`src/rtl/imm_decode_pkg.sv`:
```
// Shared types for the RV32I immediate decoder: format tag enum and base opcodes.
package imm_decode_pkg;

  typedef enum logic [2:0] {
    FMT_NONE = 3'd0,
    FMT_I    = 3'd1,
    FMT_S    = 3'd2,
    FMT_B    = 3'd3,
    FMT_U    = 3'd4,
    FMT_J    = 3'd5
  } imm_fmt_e;

  localparam logic [6:0] OPC_LUI    = 7'b0110111;
  localparam logic [6:0] OPC_AUIPC  = 7'b0010111;
  localparam logic [6:0] OPC_JAL    = 7'b1101111;
  localparam logic [6:0] OPC_JALR   = 7'b1100111;
  localparam logic [6:0] OPC_BRANCH = 7'b1100011;
  localparam logic [6:0] OPC_LOAD   = 7'b0000011;
  localparam logic [6:0] OPC_STORE  = 7'b0100011;
  localparam logic [6:0] OPC_OPIMM  = 7'b0010011;
  localparam logic [6:0] OPC_SYSTEM = 7'b1110011;

endpackage

```
`src/rtl/imm_fmt_select.sv`:
```
// Maps the opcode to an immediate format tag and picks the matching immediate.
module imm_fmt_select
  import imm_decode_pkg::*;
(
  input  logic [6:0]  opcode,
  input  logic [31:0] i_imm,
  input  logic [31:0] s_imm,
  input  logic [31:0] b_imm,
  input  logic [31:0] u_imm,
  input  logic [31:0] j_imm,
  output logic [31:0] imm,
  output imm_fmt_e    fmt
);

  always_comb begin
    fmt = FMT_NONE;
    case (opcode)
      OPC_LUI, OPC_AUIPC:                        fmt = FMT_U;
      OPC_JAL:                                   fmt = FMT_J;
      OPC_BRANCH:                                fmt = FMT_B;
      OPC_STORE:                                 fmt = FMT_S;
      OPC_LOAD, OPC_OPIMM, OPC_JALR, OPC_SYSTEM: fmt = FMT_I;
      default:                                   fmt = FMT_NONE;
    endcase
  end

  // Opcodes without an immediate (e.g. OP) drive zero rather than a stale field.
  always_comb begin
    imm = 32'd0;
    case (fmt)
      FMT_I:   imm = i_imm;
      FMT_S:   imm = s_imm;
      FMT_B:   imm = b_imm;
      FMT_U:   imm = u_imm;
      FMT_J:   imm = j_imm;
      default: imm = 32'd0;
    endcase
  end

endmodule

```
`src/rtl/inst_immediate_decode.sv`:
```
// RV32I immediate extraction for decode; all five immediates plus the opcode-selected one.
// Define IMM_DECODE_REG_EN to register every output (1-cycle latency, async active-low clear).
module inst_immediate_decode
  import imm_decode_pkg::*;
(
  input  logic        clk,
  input  logic        rst_n,
  input  logic [31:0] inst,
  output logic [31:0] I_immediate,
  output logic [31:0] S_immediate,
  output logic [31:0] B_immediate,
  output logic [31:0] U_immediate,
  output logic [31:0] J_immediate,
  output logic [31:0] imm,
  output logic [2:0]  imm_fmt
);

  logic [31:0] i_imm;
  logic [31:0] s_imm;
  logic [31:0] b_imm;
  logic [31:0] u_imm;
  logic [31:0] j_imm;
  logic [31:0] sel_imm;
  imm_fmt_e    sel_fmt;

  // Sign always comes from inst[31], independent of opcode.
  always_comb begin
    i_imm = {{21{inst[31]}}, inst[30:20]};
    s_imm = {{21{inst[31]}}, inst[30:25], inst[11:7]};
    b_imm = {{20{inst[31]}}, inst[7], inst[30:25], inst[11:8], 1'b0};
    u_imm = {inst[31:12], 12'b0};
    j_imm = {{12{inst[31]}}, inst[19:12], inst[20], inst[30:21], 1'b0};
  end

  imm_fmt_select u_fmt_select (
    .opcode (inst[6:0]),
    .i_imm  (i_imm),
    .s_imm  (s_imm),
    .b_imm  (b_imm),
    .u_imm  (u_imm),
    .j_imm  (j_imm),
    .imm    (sel_imm),
    .fmt    (sel_fmt)
  );

`ifdef IMM_DECODE_REG_EN
  logic [31:0] i_q;
  logic [31:0] s_q;
  logic [31:0] b_q;
  logic [31:0] u_q;
  logic [31:0] j_q;
  logic [31:0] imm_q;
  imm_fmt_e    fmt_q;

  always_ff @(posedge clk or negedge rst_n) begin
    if (!rst_n) begin
      i_q   <= 32'd0;
      s_q   <= 32'd0;
      b_q   <= 32'd0;
      u_q   <= 32'd0;
      j_q   <= 32'd0;
      imm_q <= 32'd0;
      fmt_q <= FMT_NONE;
    end else begin
      i_q   <= i_imm;
      s_q   <= s_imm;
      b_q   <= b_imm;
      u_q   <= u_imm;
      j_q   <= j_imm;
      imm_q <= sel_imm;
      fmt_q <= sel_fmt;
    end
  end

  assign I_immediate = i_q;
  assign S_immediate = s_q;
  assign B_immediate = b_q;
  assign U_immediate = u_q;
  assign J_immediate = j_q;
  assign imm         = imm_q;
  assign imm_fmt     = fmt_q;
`else
  // Combinational build: clock and reset are intentionally unconsumed.
  logic unused_clk_rst;
  assign unused_clk_rst = clk ^ rst_n;

  assign I_immediate = i_imm;
  assign S_immediate = s_imm;
  assign B_immediate = b_imm;
  assign U_immediate = u_imm;
  assign J_immediate = j_imm;
  assign imm         = sel_imm;
  assign imm_fmt     = sel_fmt;
`endif

endmodule

```
`config.mk`:
```
export PLATFORM = sky130hd
export DESIGN_NAME = inst_immediate_decode
export DESIGN_NICKNAME = d
export VERILOG_FILES = /design/src/rtl/imm_decode_pkg.sv /design/src/rtl/imm_fmt_select.sv /design/src/rtl/inst_immediate_decode.sv
export SDC_FILE = /design/constraint.sdc
export NUM_CORES = 1
export LEC_CHECK = 0
export ABC_CLOCK_PERIOD_IN_PS = 3000
export CAP_MARGIN = 25
export CORE_AREA = 2 2 88 90
export DETAILED_ROUTE_END_ITERATION = 10
export DIE_AREA = 0 0 90 92
export GPL_TIMING_DRIVEN = 0
export PLACE_DENSITY = 0.87
export SLEW_MARGIN = 10
export SYNTH_ARGS = -nofsm -noshare
export SYNTH_HDL_FRONTEND = slang
export SYNTH_SLANG_ARGS = --single-unit
```
`constraint.sdc`:
```
create_clock -name vclk -period 3
set_input_delay 0.45 -clock vclk [all_inputs]
set_output_delay 0.45 -clock vclk [all_outputs]
set_load 0.01 [all_outputs]
```
**Word level (Yosys, flattened, before mapping)**

Cells that the tools add are included.

- Multiplexer cells: 2
- Reduce and logical (&&, ||, !) cells: 2
- Eq/ne operators: 14

Operators with widths:

| cell | count |
|---|---|
| case mux 32 bit (5 select lines) | 1 |
| equality test 7 bit, second input constant | 4 |
| case mux 3 bit (5 select lines) | 1 |
| equality test 7 x 5 -> 1 bit, second input constant | 2 |
| equality test 7 x 6 -> 1 bit, second input constant | 2 |
| equality test 7 x 2 -> 1 bit, second input constant | 1 |
| equality test 3 x 2 -> 1 bit, second input constant | 2 |
| equality test 3 bit, second input constant | 2 |
| OR reduction 4 bit | 1 |
| equality test 3 x 1 -> 1 bit, second input constant | 1 |
| OR reduction 2 bit | 1 |

- Register bits after elaboration: 0
- Input bits: 34

**Depth between registers and ports, before layout**

- Word-level depth: 5
- Depth in mapped cells: 6
- Depth with buffers taken out: 5

**Cells and area by module**

A second synthesis with hierarchy kept.

- Cell total of the unflattened synthesis: 328
- Area total of the unflattened synthesis: 2418.6 µm²

By module, submodules not included:

| module | area each (µm²) | seq. area each (µm²) | instances | cells each |
|---|---|---|---|---|
| imm_fmt_select | 1213.7 | 0.0 | 1 | 167 |
| inst_immediate_decode | 1204.9 | 0.0 | 1 | 161 |

**Worst setup path before layout**

Ideal clock, no wire load.

- Path type: input to output
- From: input port inst[2]
- To: output port imm[0]
- Stages: 4
- Slack: 1022 ps
- Arrival time: 1528 ps
- Cells stage by stage: mux2_4 > o32ai_4 > nand3b_2 > o22ai_1

- Longest elaborated chain between the ends: 5
- Elaborated cells between the ends (all ways): 18
- Classes of those cells: eq/ne (14); mux (2); reduce/logical (2)

RTL lines:

| item | line | source |
|---|---|---|
| start: declaration | inst_immediate_decode.sv:8 | `input logic [31:0] inst,` |
| equality test 7 x 2 -> 1 bit (tied with other cells) | imm_fmt_select.sv:17 | `case (opcode)` |
| OR reduction 4 bit or OR reduction 2 bit (tied branches) | imm_fmt_select.sv:17 |  |
| case mux 3 bit (5 select lines) (*) | imm_fmt_select.sv:17 |  |
| net imm_fmt[0] | inst_immediate_decode.sv:15 | `output logic [2:0] imm_fmt` |
| equality test 3 bit (tied with other cells) | imm_fmt_select.sv:30 | `case (fmt)` |
| case mux 32 bit (5 select lines) (*) | imm_fmt_select.sv:30 |  |
| end: declaration | inst_immediate_decode.sv:14 | `output logic [31:0] imm,` |

Mark *: on every way through the listed nets, which the timed path passes. The rest lies on a longest branch.

**Worst setup path in the final report**

- From: input port inst[0]
- To: output port imm[17]

- Longest elaborated chain between the ends: 5
- Elaborated cells between the ends (all ways): 18
- Classes of those cells: eq/ne (14); mux (2); reduce/logical (2)

RTL lines:

| item | line |
|---|---|
| equality test 7 x 2 -> 1 bit (tied with other cells) | imm_fmt_select.sv:17 |
| OR reduction 4 bit or OR reduction 2 bit (tied branches) | imm_fmt_select.sv:17 |
| case mux 3 bit (5 select lines) (*) | imm_fmt_select.sv:17 |
| equality test 3 bit (tied with other cells) | imm_fmt_select.sv:30 |
| case mux 32 bit (5 select lines) (*) | imm_fmt_select.sv:30 |

Mark *: on every way between the ends. The rest lies on a longest branch, timed or not.

==> flow_metrics.tcl <==
set metrics [dict create \
    grt_pass1_wl_um 10400 \
    syn_to_final_growth_pct 137 \
    fmax_mhz 348 \
    muxShareOfSynthArea 0.00859 \
    max_slew.worst_pin.slew_ns 0.613 \
    postSynthAreaPerCell_um2 7.28 \
    cpPeakStageDelay_ns 0.54 \
    dp_hpwl_um 5810 \
    fin_tns_setup_ns 0 \
    wire_per_inst_um 11.9 \
    fin_util 0.556 \
    vias_per_cell 3.69 \
    hold_violations 0 \
    slew_viol_final 0 \
    synth-adder-area-share 0 \
    crit_family "buffers and inverters" \
    crit_chain "clkdlybuf4s50_1 -> nand2_1 -> nor3b_1 -> and3_1 -> a21o_1 -> clkdlybuf4s50_1" \
    synthCells 240 \
    grt_pass1_vias 1987 \
    ys_types 33 \
    route.vias.total 2110 \
    fillers 681 \
    die_width_um 90 \
    antenna_found_initial 0 \
    cp_num_buf_inv 2 \
    nNetsFinal 506 \
    drc 0 \
    irDropWorstVdd_uv 49.9 \
    drt-total-wl_um 6800 \
    yosysWarnings 0 \
    startpoint_type "input pin" \
    regArea_um2 0 \
    min_period_ns 2.88 \
    yosys-top-cells-area "buf_4, a21o_1, a21o_2, and2_1, nand2_1" \
    timing.final.ws_setup_ns 0.123 \
    holdBufCountCts 0 \
    multiInputGateArea_um2 584 \
    setup_viol 0 \
    hold_class "in2out" \
    critPathKind "in2out" \
    global_route.usage.total 0.147 \
    cp_data_required_time_ns 2.55 \
    portBuffers 213 \
    grt_start_max_net_pins 46 \
    leakage_uw 0.00213 \
    io_pins 229 \
    syn-cell-area_mm2 0.00175 \
    synth_compound_area_frac 0.168 \
    power_density_mw_per_mm2 137 \
    outcome "completed" \
    clkbuf_count 0 \
    crit_path_frequent_cell "clkdlybuf4s50_1" \
    num_rows 32 \
    pre_cts_slack_ns -0.220 \
    start_util 0.235 \
    hold_ws_ns 1.62 \
    gp_congestion 0.781 \
    arrival_ns 2.43 \
    relSlewSlack 0.592 \
    overflow 0 \
    core-area_mm2 0.00745 \
    drive_gt1_frac 0.402 \
    synth_top_area_share 0.687 \
    synth-simple-area-share 0.116 \
    slowest_stage "clkdlybuf4s50_1" \
    synth_top_cell_by_area "buf_4" \
    antenna_left 0 \
    path_max_fanout 8 \
    synth_xor_area_frac 0 \
    drt_iter0_drc 28 \
    end_kind "primary output" \
    seq_cell_count 0 \
    max_cap_viol_count 0 \
    die_y_um 92 \
    fin_crit_sh 0.959 \
    diodes 0 \
    synth_top_family_by_area "buffers and inverters" \
    dieArea_mm2 0.00828 \
    dr.pass1.iters 4 \
    yosysSeqAreaShare 0 \
]
-- cell usage in the layout, fill, tap and decap left out, drive strengths merged, types with 3 or more instances in the layout --
master and count:
o21ai 8, and2 8, a21oi 3, a21o 19, conb 14, clkdlybuf4s50 201
buf 168, nor3b 3, dlygate4sd2 4, dlymetal6s2s 7, and3 3, nand2 12
-- timing repair --
| action | 4_1_cts | 5_1_grt |
|---|---|---|
| endpoints found under the setup margin | 20 | 25 |
| resized for setup | 8 | 14 |
| gates cloned | 1 | 0 |
| buffers inserted | 3 | 0 |
| pin swaps | 3 | 0 |
-- synth_stat cells (2+ instances only) --
master and number:
nor3b_1 3, and3_1 3, nand2_1 12, nor2b_1 2, a21o_2 6, o21ai_0 7, a21o_1 13, a21oi_2 2
and2_1 8, buf_2 2, buf_4 160
-- worst min-delay path: stages --
cell            delay, ns
dlymetal6s2s_1       0.23
nor3b_1              0.09
o21ai_0              0.10
o221ai_2             0.10
dlymetal6s2s_1       0.19
-- routing by layer --
| layer | share of wire | up-vias | GRT usage | routed length [um] |
|---|---|---|---|---|
| met5 | 0 | - | 0 | 0 |
| met4 | 0.023 | 0 | 0.0308 | 157 |
| met3 | 0.090 | 12 | 0.0353 | 613 |
| met2 | 0.51 | 118 | 0.291 | 3490 |
| met1 | 0.37 | 920 | 0.158 | 2540 |
| li1 | - | 1060 | - | - |
-- report_power, final --
group          switching, uW  internal (uW)  total, uW
Sequential                 0              0          0
Clock                      0              0          0
Combinational            200            366        566
-- final timing paths --
kind | start | to | slack (ns) | depth (start not counted)
max | inst[0] | imm[17] | 0.12 | 6
min | inst[3] | imm[11] | 1.62 | 5
-- through the flow --
step | power [uW] | instances | cell area (um^2)
3_3_place_gp | 566 | 568 | 4060
5_1_grt | 600 | 572 | 4140
3_5_place_dp | 566 | 569 | 4070
6_report | 566 | 572 | 4140
4_1_cts | 569 | 573 | 4110
2_1_floorplan | 258 | 253 | 1800
-- cell families (layout without fill, tap and decap cells) --
family | after synthesis | after routing
simple gates | 35 | 35
mux | 1 | 1
other cells | 1 | 14
compound gates | 37 | 37
buf+inv | 166 | 383
-- area by class of cell --
type / count / share of cell area
Inverter: 1 / 0.000907
Buffer: 164 / 0.298
Tap cell: 102 / 0.0308
Multi-Input combinational cell: 87 / 0.141
Timing Repair Buffer: 218 / 0.529
Note: power is estimated with default switching activity, not from simulation.
